--- config.mk ---
export PLATFORM = sky130hd
export DESIGN_NAME = ctrl_pipe_unit
export DESIGN_NICKNAME = d
export VERILOG_FILES = /design/src/rtl/ctrl_pipe_unit.sv
export SDC_FILE = /design/constraint.sdc
export NUM_CORES = 1
export LEC_CHECK = 0
export BUFFER_PORTS_ARGS = -buffer_cell sky130_fd_sc_hd__clkbuf_2
export CORE_AREA = 3 3 61 46
export CTS_BUF_LIST = sky130_fd_sc_hd__clkbuf_4 sky130_fd_sc_hd__clkbuf_8
export DETAILED_ROUTE_END_ITERATION = 6
export DIE_AREA = 0 0 64 49
export PLACE_DENSITY = 0.85
export SYNTH_ARGS = -nofsm -noshare
export SYNTH_HDL_FRONTEND = slang
export SYNTH_SLANG_ARGS = --single-unit
--- constraint.sdc ---
create_clock -name clk -period 2.7 [get_ports clk]
set_input_delay 0.135 -clock clk [delete_from_list [all_inputs] [get_ports clk]]
set_output_delay 0.135 -clock clk [all_outputs]
set_load 0.01 [all_outputs]
--- src/rtl/ctrl_pipe_unit.sv ---
// ctrl_pipe_unit: ID-stage decode, ID/EX control register and multi-cycle FPU
// occupancy tracking. EX loads, in priority order: hold on stall_in, bubble on
// flush, bubble on hazard or FPU wait, otherwise the decoded ID instruction.
// Optional feature: define CTRL_LOAD_USE_HAZARD_EN to enable load-use hazard
// detection; when undefined the hazard term is tied to zero.
module ctrl_pipe_unit #(
   parameter int unsigned FPU_LAT = 4,
   parameter int unsigned RA_W    = 5
) (
   input  logic            clk,
   input  logic            rst,
   input  logic            valid_id,
   input  logic [6:0]      opcode_id,
   input  logic [6:0]      funct7_id,
   input  logic [RA_W-1:0] rd_id,
   input  logic [RA_W-1:0] rs1_id,
   input  logic [RA_W-1:0] rs2_id,
   input  logic            stall_in,
   input  logic            flush,
   output logic [10:0]     ctrl_ex,
   output logic            valid_ex,
   output logic [RA_W-1:0] rd_ex,
   output logic            stall_id,
   output logic            fpu_busy
);

   localparam logic [6:0] F7_FP_A = 7'b0011000;
   localparam logic [6:0] F7_FP_B = 7'b0011100;
   localparam logic [3:0] CNT_INIT = 4'(FPU_LAT - 1);

   typedef enum logic [0:0] {StIdle, StFpuWait} state_e;

   state_e      state_q;
   logic [3:0]  cnt_q;
   logic [10:0] ctrl_id;
   logic        multi_id;
   logic        hazard;
   logic        bubble;
   logic        fpu_start;

   // Combinational decode of the ID instruction, re-evaluated every cycle
   always_comb begin
      ctrl_id  = 11'b0;
      multi_id = 1'b0;
      case (opcode_id)
         7'b0010011,
         7'b0110111,
         7'b0111111: ctrl_id = 11'b10010001000;
         7'b0110011: ctrl_id = 11'b00010001000;
         7'b0000011: ctrl_id = 11'b11011000000;
         7'b0100011: ctrl_id = 11'b10000100000;
         7'b1100011: ctrl_id = 11'b00000011000;
         7'b0000111: ctrl_id = 11'b11101000000;
         7'b0100111: ctrl_id = 11'b10000100001;
         7'b1100111,
         7'b1101111: ctrl_id = 11'b00010011000;
         7'b1010011: begin
            if (funct7_id == F7_FP_A) begin
               ctrl_id = 11'b00010001110;
            end else if (funct7_id == F7_FP_B) begin
               ctrl_id = 11'b00100001100;
            end else begin
               ctrl_id  = 11'b00100001111;
               multi_id = 1'b1;
            end
         end
         default: ctrl_id = 11'b0;
      endcase
   end

`ifdef CTRL_LOAD_USE_HAZARD_EN
   logic [1:0] rw_ex;
   logic       match_rs1;
   logic       match_rs2;

   // Integer producers never forward x0; FP producers have no zero register
   assign rw_ex     = ctrl_ex[8:7];
   assign match_rs1 = (rd_ex == rs1_id) &&
                      ((rw_ex == 2'b01 && rd_ex != '0 && !ctrl_id[1]) ||
                       (rw_ex == 2'b10 && ctrl_id[1]));
   assign match_rs2 = (rd_ex == rs2_id) &&
                      ((rw_ex == 2'b01 && rd_ex != '0 && !ctrl_id[0]) ||
                       (rw_ex == 2'b10 && ctrl_id[0]));
   assign hazard    = valid_ex & ctrl_ex[6] & valid_id & (match_rs1 | match_rs2);
`else
   // Load-use ordering is the compiler's job in this build
   logic unused_rs;
   assign unused_rs = ^{rs1_id, rs2_id};
   assign hazard    = 1'b0;
`endif

   assign fpu_busy  = (state_q == StFpuWait);
   assign bubble    = hazard | fpu_busy;
   assign stall_id  = stall_in | hazard | fpu_busy;
   assign fpu_start = !stall_in && !flush && !bubble && valid_id && multi_id;

   // ID/EX control register: hold > flush > bubble > capture
   always_ff @(posedge clk or posedge rst) begin
      if (rst) begin
         ctrl_ex  <= 11'b0;
         valid_ex <= 1'b0;
         rd_ex    <= '0;
      end else if (!stall_in) begin
         if (flush || bubble || !valid_id) begin
            ctrl_ex  <= 11'b0;
            valid_ex <= 1'b0;
            rd_ex    <= '0;
         end else begin
            ctrl_ex  <= ctrl_id;
            valid_ex <= 1'b1;
            rd_ex    <= rd_id;
         end
      end
   end

   // FPU occupancy FSM; flush does not touch it since the EX op is older
   always_ff @(posedge clk or posedge rst) begin
      if (rst) begin
         state_q <= StIdle;
         cnt_q   <= 4'd0;
      end else if (!stall_in) begin
         case (state_q)
            StIdle: begin
               if (fpu_start && (FPU_LAT > 1)) begin
                  state_q <= StFpuWait;
                  cnt_q   <= CNT_INIT;
               end
            end
            StFpuWait: begin
               if (cnt_q == 4'd1) begin
                  state_q <= StIdle;
               end
               cnt_q <= cnt_q - 4'd1;
            end
            default: begin
               state_q <= StIdle;
               cnt_q   <= 4'd0;
            end
         endcase
      end
   end

endmodule

After elaboration in Yosys (flattened, before gate mapping)
Cells that the tools add are included.
{ "classes": {"addsub": 1, "n_eq_ne": 16, "mux": 14, "n_bitwise": 3, "reduce_logical": 13} }
{ "ops": {"columns": ["operator", "n"], "rows": [
  ["one-hot mux 11 bit (9 select lines)", 1],
  ["equality test 7 x 6 -> 1 bit, second input constant", 5],
  ["equality test 7 bit, second input constant", 4],
  ["equality test 7 x 5 -> 1 bit, second input constant", 3],
  ["two-way mux 11 bit", 1],
  ["two-way mux 9 bit", 1],
  ["one-hot mux 4 bit (2 select lines)", 1],
  ["equality test 7 x 2 -> 1 bit, second input constant", 1],
  ["equality test 7 x 3 -> 1 bit, second input constant", 1],
  ["two-way mux 1 bit", 6],
  ["two-way mux 5 bit", 1],
  ["equality test 4 x 1 -> 1 bit, second input constant", 1],
  ["logical AND 1 bit", 4],
  ["zero test 1 bit", 4],
  ["two-way mux 4 bit", 1],
  ["subtractor 4 x 1 -> 4 bit, second input constant", 1],
  ["OR reduction 3 bit", 1],
  ["logical OR 1 bit", 2],
  ["two-way mux 2 bit", 1],
  ["!= test 2 bit, second input constant", 1],
  ["NOT 1 bit", 2],
  ["one-hot mux 1 bit (2 select lines)", 1],
  ["AND reduction 2 bit", 1],
  ["OR reduction 2 bit", 1],
  ["OR 1 bit", 1]
]} }
{ "word_totals": {"register_bits": 22} }

Logic depth before layout (Yosys ltp)
Gate-level depths: netlist of run 1.
{ "logic_depth": {"word_depth": 7, "mapped_depth": 5} }

Worst setup path before layout of run 1
OpenSTA, ideal clock, no wires.
{ "synth_path": {"kind": "reg2reg", "startpoint": "register state_q (netlist: fpu_busy)", "endpoint": "register cnt_q[0]", "t_arrival_ps": 1519, "path_slack_ps": 1115, "stages_incl_launch_ff": 5, "path_buffers": 0, "synth_period_minus_slack_ps": 1585, "cell_sequence": "dfrtp_1 or4b_4 nor3_2 and2_4 o31a_1"} }
{ "synth_via": {"elab_chain_len": 6} }
{ "synth_rtl": {"columns": ["element", "line_no", "source"], "rows": [
  ["start: declaration", "33", "state_e state_q;"],
  ["start signal: assignment", "119", "state_q <= StIdle;"],
  ["start signal: assignment", "125", "state_q <= StFpuWait;"],
  ["start signal: assignment", "131", "state_q <= StIdle;"],
  ["zero test 1 bit", "95", "assign fpu_start = !stall_in && !flush && !bubble && valid_id && multi_id;"],
  ["logical AND 1 bit (3 in a row)", "95", null],
  ["!= test 2 bit (no source line)", null, null],
  ["AND reduction 2 bit (no source line)", null, null],
  ["end signal: assignment", "133", "cnt_q <= cnt_q - 4'd1;"],
  ["end: declaration", "34", "logic [3:0] cnt_q;"]
]} }
Several ways; a longest one is shown, not always the timed one.
A chain may end at the register's enable or synchronous reset.

Worst setup path in the final report of run 1
{ "layout_path": {"startpoint": "register state_q (netlist: fpu_busy)", "endpoint": "register ctrl_ex[9]"} }
{ "layout_via": {"elab_chain_len": 3} }
{ "layout_rtl": {"columns": ["element", "line_no", "source"], "rows": [
  ["logical OR 1 bit (2 in a row)", "104", "if (flush || bubble || !valid_id) begin"],
  ["two-way mux 11 bit", "104", null],
  ["end signal: assignment", "109", "ctrl_ex <= ctrl_id;"],
  ["end: declaration", "20", "output logic [10:0] ctrl_ex,"]
]} }
Every way passes these cells.

==> results.tsv, run 1 <==
metric	value	unit
status	finished, final reports clean	
die_y	49	um
cts-root-buf	clkbuf_4	
clk_latency	300	ps
synthToLayoutAreaGrowth	22.8	%
peakVddDrop	286	uV
clock_sinks	21	
slew_headroom	0.472	
cts-resized-gates	0	
dr.pass1.iters	4	
cts_max_level	1	
synth.most_common_cell	dfrtp_1	
io_pins	53	
stdcell_count	184	
routedWlPerCell	14.0	um
grt_max_degree	24	
slowest_delay	590	ps
drt_iter0_drc	29	
cp_cell_sequence	nor4b_2, nand3_1, nor4_1, a22o_1	
hold_viol_final	0	
antenna_found_initial	0	
critPathBufInv	0	
synthTopCellsByArea	dfrtp_1, a22o_1, nand2_1	
n_fill_cell	174	
io_buffers	42	
grt_pass1_wl	4.39	mm
synth_edf_count	0	
row_count	14	
cts_setup_buffers	0	
place_inst	179	
final_antenna_net_count	0	
async_reset_ff_frac	1.00	
cts_buffers	3	
die-area	3140	um2
wl	2.57	mm
max_freq	545	MHz
diodes	0	
crit_required	2940	ps
first_global_vias	958	
syn_avg_cell_area	10.1	um2
grt_use_total	0.179	
period_share	0.680	
fin_nets	189	
gp_congestion	0.853	
end_kind	flop	
maxCapViolCount	0	
routed-via-count	1036	
pwr_density_cell	446	nW/um2
die_w	64	um
synthCells	112	
drc_errors	0	
yosysWarnings	0	
holdPathStages	2	
grt_setup_unrepaired	false	
post-route-min-period	1840	ps
tightest_slew	791	ps
syn_area	1130	um2
drive_gt1_frac	0.355	
arrival	2080	ps
crit_cells	4	
cts_tree	done	
synthFlopType	dfrtp_1	
p_leak	0.698	nW
critPathMaxFanout	8	
dpl.hpwl	1.96	mm
yosysTopAreaCellShare	0.464	
r2r_cells	4	
hold_buffers	1	
cts_buffer_depth	2	
synth_nets	148	
synth-seq-cells	21	
start_kind	flop	
viasPerCell	5.63	
tns	0	ps
min-delay-start	rd_id[4]	
slowest_stage	nor4b_2	
clkTransAtPathRegs	110	ps
path_class	flop to flop	
yosys-top-cells-count	dfrtp_1, nand2_1, a22o_1	
drv_slew	0	
start_util	0.517	
fp.coreArea	2190	um2
min_to	rd_ex[4]	
yosys.cell_types.count	38	
setup_violations	0	
hp-class	input pin to flop	
yosys.area.top_type	dfrtp_1	
crit-reg2reg-launch	fpu_busy	
r2r_end	ctrl_ex[9]	
finClkSkew	5.41	ps
crit_family	simple AND/OR/NAND/NOR gates	
grt_remaining_overflow	0	
rrSetupSlack	860	ps
seq_area_frac_synth	0.464	
-- sequential cells by signal, indices dropped and copies added, names as in the netlist --
signal	flops
ctrl_ex	10
rd_ex	5
cnt_q	4
fpu_busy	1
valid_ex	1
-- where the power goes --
| group | internal [mW] | switching, mW |
|---|---|---|
| Sequential | 0.336 | 0.0165 |
| Clock | 0.0678 | 0.0891 |
| Combinational | 0.0500 | 0.0606 |
| Total | 0.454 | 0.166 |
-- worst reg2reg max path: cells and delay by family (launching register included) --
kind / cells / cell delay [ps]
simple gates: 3 / 1110
compound gates: 1 / 190
flops: 1 / 480
-- layout by cell type, fill, tap and decap left out, types with 3 or more instances in the layout --
cell type,instances
nor2_1,7
nand2_1,12
o31a_1,3
o31ai_1,3
clkbuf_4,4
o21ai_0,4
nor2b_1,3
clkbuf_2,42
a21oi_1,3
nand3_1,4
dfrtp_1,21
inv_1,6
a22o_1,9
-- layout make-up --
cell class                      count  area, um2  area share
Tap cell                           32       40.0      0.0288
Multi-Input combinational cell     78        552       0.397
Inverter                            6       22.5      0.0162
Sequential cell                    21        526       0.378
Clock buffer                        4       30.0      0.0216
Timing Repair Buffer               43        220       0.158
-- kinds of logic after synthesis --
| family | share of synthesized area |
|---|---|
| XOR/XNOR | 0.0309 |
| AO/OA/AOI/OAI | 0.206 |
| adder cells (fa/ha/maj) | 0.0221 |
| buffers and inverters | 0.0486 |
| AND/OR/NAND/NOR | 0.220 |
| flip-flops | 0.464 |
| multiplexers | 0.00884 |
-- worst max-delay path by stage --
stage | from | to | slack (ps)
finish | fpu_busy | ctrl_ex[9] | 860
floorplan | fpu_busy | cnt_q[0] | 1120
global placement | stall_in | ctrl_ex[9] | 890
detailed placement | stall_in | ctrl_ex[9] | 840
global route | fpu_busy | ctrl_ex[9] | 710
CTS | fpu_busy | ctrl_ex[9] | 870
-- per-layer routing --
layer  up-vias  track usage  wire length (um)
met5         -            0                 0
met4         0       0.0323                36
met3         5       0.0691               220
met2        45        0.293              1210
met1       493        0.224              1100
li1        493            -                 -
-- metrics by stage --
step	area (um2)	hold WS, ps	utilization	total power, mW	setup WS, ps
final	1390	40.4	0.635	0.620	864
after global routing	1390	25.7	0.635	0.662	705
after CTS	1390	33.8	0.635	0.627	868
after detailed placement	1350	304	0.617	0.468	839
after global placement	1350	286	0.617	0.463	888
after floorplan	1130	112	-	0.427	1120
Note: power is estimated with default switching activity, not from simulation.
==> run 2, diff against run 1 <==
CORE_AREA = 3 3 66 49   (was 3 3 61 46)
DIE_AREA = 0 0 69 52   (was 0 0 64 49)
PLACE_DENSITY = 0.78   (was 0.85)
clock period = 1.63 ns   (was 2.7 ns; I/O delays follow)
==> run 2 against run 1 <==
Power is 82% higher. Sequential power up 66%. Register-to-register slack got worse by 810 ps. Clock-buffer cell count stayed put. Cell count increased by 5.4%. Global-route usage is 2.8 points lower. Routed wire length is 2.5% higher. Die area is 14% higher. Critical path depth unchanged.
==> results.tsv, run 2 (synthesis results as in run 1) <==
metric	value	unit
synthToLayoutAreaGrowth	29.4	%
r2r_cells	4	
arrival	1770	ps
grt_max_degree	22	
die_y	52	um
post-route-min-period	1580	ps
r2r_end	cnt_q[1]	
die_w	69	um
die-area	3590	um2
routedWlPerCell	13.6	um
max_freq	634	MHz
cp_cell_sequence	or4b_4, nor3_2, and2_4, o31a_1	
drive_gt1_frac	0.386	
dpl.hpwl	2.12	mm
hold_slack	50.9	ps
io_pins	53	
grt_pass1_wl	4.33	mm
tns	0	ps
clk_latency	250	ps
final_antenna_net_count	0	
cts_buffers	3	
wl	2.64	mm
final_cell_mix	clkbuf_2, dfrtp_1, nand2_1	
dr.pass1.iters	4	
first_global_vias	959	
gp_congestion	0.830	
p_leak	0.737	nW
pwr_density_cell	769	nW/um2
row_count	16	
slew_headroom	0.721	
viasPerCell	5.25	
drc_errors	0	
antenna_found_initial	0	
cts_max_level	1	
fp.coreArea	2720	um2
start_kind	flop	
start_util	0.416	
maxCapViolCount	0	
crit-reg2reg-launch	fpu_busy	
dp_slack	83.2	ps
status	finished, final reports clean	
drt_iter0_drc	51	
diodes	0	
tightest_slew	412	ps
drv_slew	0	
largest_register_ffs	10	
routed-via-count	1019	
peakVddDrop	291	uV
regMostFlops	ctrl_ex	
clock_sinks	21	
slowest_delay	540	ps
clkTransAtPathRegs	70	ps
hp-class	input pin to flop	
critPathMaxFanout	5	
rrSetupSlack	50	ps
fin_nets	195	
min_to	rd_ex[2]	
grt_use_total	0.151	
finalWorstSetupSlack	51.8	ps
path_class	flop to flop	
cts_tree	done	
min-delay-start	rd_id[2]	
hold_viol_final	0	
layout_commonest_cell	clkbuf_2	
crit_required	1820	ps
slowest_stage	or4b_4	
grt_setup_unrepaired	false	
postLayoutCoreUtil	0.538	
cts_buffer_depth	2	
cts-root-buf	clkbuf_8	
end_kind	flop	
setup_violations	0	
io_buffers	42	
reg_top3	ctrl_ex (10), rd_ex (5), cnt_q (4)	
holdPathStages	2	
grt_remaining_overflow	0	
finClkSkew	3.36	ps
period_share	0.968	
-- run 2: changes by cell type in the layout (fill, tap and decap cells not counted), sizes merged --
cell | before | now
buf | 0 | 6
-- run 2: critical path, delay by kind of cell (launching register included) --
kind | cells | cell delay [ps]
flops | 1 | 380
simple gates | 3 | 1000
compound gates | 1 | 130
-- run 2: how the worst max path moves through the flow --
| stage | start | to | slack [ps] | cells past startpoint |
|---|---|---|---|---|
| CTS | fpu_busy | cnt_q[1] | 60 | 4 |
| global placement | fpu_busy | ctrl_ex[8] | 110 | 4 |
| detailed placement | cnt_q[1] | fpu_busy | 80 | 4 |
| global route | fpu_busy | ctrl_ex[9] | 1 | 5 |
| floorplan | fpu_busy | cnt_q[0] | 50 | 4 |
| finish | fpu_busy | cnt_q[1] | 50 | 4 |
-- run 2: report_power, final --
part	switching (mW)	leakage (nW)	internal [mW]	total, mW
registers	0.0279	0.287	0.557	0.585
clock network	0.154	0.0262	0.190	0.344
logic	0.107	0.424	0.0913	0.198
-- run 2: area by class of cell --
| class | instances | area, um2 |
|---|---|---|
| clock buffers | 4 | 48.8 |
| well taps | 36 | 45.0 |
| flip-flops and latches | 21 | 526 |
| multi-input cells | 78 | 558 |
| inverters | 6 | 22.5 |
| repair buffers | 49 | 265 |
| fillers | 263 | 1260 |
-- run 2: metrics by stage --
step / cells / power [mW] / area [um2]
floorplan: 112 / 0.708 / 1130
global placement: 189 / 0.776 / 1400
detailed placement: 189 / 0.791 / 1400
CTS: 194 / 1.14 / 1460
global route: 194 / 1.18 / 1470
finish: 194 / 1.13 / 1470
-- run 2: repair_timing --
item                                   in CTS  in global routing
hold buffers                                1                  0
resized for setup                           0                  1
setup endpoints to repair                   0                  2
buffers inserted                            0                  0
endpoints found under the hold margin      21                  0
-- run 2: metal layers --
layer | vias up | global-route usage | part of all wire
li1 | 501 | - | -
met1 | 482 | 0.194 | 0.45
met2 | 36 | 0.250 | 0.49
met3 | 0 | 0.0521 | 0.066
met4 | 0 | 0.0292 | 0
met5 | - | 0 | 0
==> run 3, diff against run 2 <==
CELL_PAD_IN_SITES_DETAIL_PLACEMENT = 0   (was default)
CELL_PAD_IN_SITES_GLOBAL_PLACEMENT = 1   (was default)
CORE_AREA = 3 3 77 57   (was 3 3 66 49)
DIE_AREA = 0 0 80 60   (was 0 0 69 52)
PLACE_DENSITY = 0.77   (was 0.78)
==> run 3 against run 2 <==
Power rose by 1.1%. Cell count rose by 7.2%. Final area rose by 2.1%. Clock-buffer cell count did not move. Critical path depth did not move. Sequential power barely moved. Routed wire length rose by 8.6%. Critical path type unchanged. Clock skew fell by 2.3 ps. Die area rose by 34%.
==> results.tsv, run 3 (synthesis results as in run 1) <==
metric	value	unit
viasPerCell	4.92	
clk_latency	260	ps
p_leak	0.743	nW
gp_congestion	0.808	
peakVddDrop	370	uV
dr.pass1.iters	7	
dp_slack	37.0	ps
pwr_density_cell	761	nW/um2
status	finished, final reports clean	
slowest_delay	560	ps
drc_errors	0	
internal-power	0.840	mW
cts_max_level	1	
routedWlPerCell	13.8	um
final_antenna_net_count	0	
end_kind	flop	
clkTransAtPathRegs	70	ps
critPathBufInv	0	
grt_use_total	0.130	
row_count	18	
cp_cell_sequence	or4b_4, a211oi_2, nand3_2, o31ai_2	
pwr-share-comb	0.179	
fin_nets	195	
die_w	80	um
io_buffers	42	
largest_register_ffs	10	
cts_buffers	3	
die_y	60	um
antenna_found_initial	0	
seqPwrFrac	0.513	
r2r_end	ctrl_ex[8]	
reg_top3	ctrl_ex (10), rd_ex (5), cnt_q (4)	
drive_gt1_frac	0.392	
wl	2.87	mm
period_share	0.964	
crit_family	simple AND/OR/NAND/NOR gates	
hold_slack	49.0	ps
hold_viol_final	0	
cts_buffer_depth	2	
maxCapViolCount	0	
dpl.hpwl	2.20	mm
clockPowerShare	0.309	
diodes	0	
finalWorstSetupSlack	59.4	ps
start_kind	flop	
max_freq	637	MHz
grt_max_degree	22	
switching_share	0.263	
r2r_cells	4	
path_class	flop to flop	
regMostFlops	ctrl_ex	
critPathMaxFanout	3	
holdPathStages	2	
start_util	0.314	
layout_commonest_cell	clkbuf_2	
finClkSkew	1.08	ps
clock_sinks	21	
tightest_slew	391	ps
rrSetupSlack	60	ps
first_global_vias	981	
min-delay-start	rd_id[0]	
routed-via-count	1024	
final_cell_mix	clkbuf_2, dfrtp_1, nand2_1	
p_switching	0.300	mW
min_to	rd_ex[0]	
slowest_stage	or4b_4	
post-route-min-period	1570	ps
crit_required	1800	ps
setup_violations	0	
grt_pass1_wl	4.80	mm
io_pins	53	
crit-reg2reg-launch	fpu_busy	
hp-class	input pin to flop	
slew_headroom	0.736	
grt_remaining_overflow	0	
arrival	1740	ps
synthToLayoutAreaGrowth	32.2	%
die-area	4800	um2
drv_slew	0	
fp.coreArea	3600	um2
cts_tree	done	
drt_iter0_drc	40	
cts-root-buf	clkbuf_8	
grt_setup_unrepaired	true	
-- run 3: final cells by class --
class	instances	area, um2
Fill cell	379	2110
Tap cell	50	62.6
Sequential cell	21	526
Timing Repair Buffer	49	265
Inverter	6	22.5
Multi-Input combinational cell	78	572
Clock buffer	4	48.8
-- run 3: per-layer routing --
metal | vias up | part of all wire | GRT usage
li1 | 501 | - | -
met1 | 485 | 0.48 | 0.170
met2 | 36 | 0.44 | 0.210
met3 | 2 | 0.073 | 0.0467
met4 | 0 | 0.0038 | 0.0217
met5 | - | 0 | 0
-- run 3: how the worst max path moves through the flow --
stage | from | end | slack (ps) | cells past startpoint
2_1_floorplan | fpu_busy | cnt_q[0] | 50 | 4
3_3_place_gp | fpu_busy | ctrl_ex[9] | 70 | 5
3_5_place_dp | fpu_busy | ctrl_ex[5] | 40 | 5
4_1_cts | fpu_busy | ctrl_ex[5] | 20 | 5
5_1_grt | fpu_busy | cnt_q[0] | -20 | 4
6_report | fpu_busy | ctrl_ex[8] | 60 | 4
-- run 3: power by group through the flow --
stage / sequential (mW) / combinational [mW] / clock (mW)
floorplan: 0.595 / 0.113 / 0
global placement: 0.591 / 0.191 / 0
detailed placement: 0.595 / 0.197 / 0
CTS: 0.584 / 0.201 / 0.368
global route: 0.591 / 0.229 / 0.387
finish: 0.584 / 0.203 / 0.352
-- run 3: per-stage QoR --
stage	util	std cells	TNS, ps	power, mW	cell area, um2
after floorplan	-	112	0	0.708	1130
after global placement	0.393	203	0	0.781	1420
after detailed placement	0.393	203	0	0.791	1420
after CTS	0.410	208	0	1.15	1480
after global routing	0.415	208	-51.5	1.21	1500
final	0.415	208	0	1.14	1500
-- run 3: what timing repair did --
item / 4_1_cts / 5_1_grt
resized for setup: 0 / 3
setup buffers: 0 / 0
hold endpoints to repair: 21 / 0
hold buffers: 1 / 0
setup endpoints to repair: 0 / 5
-- run 3: worst reg2reg max path, stage by stage (launching register included) --
cell	delay, ps
dfrtp_1	380
or4b_4	560
a211oi_2	190
nand3_2	130
o31ai_2	230
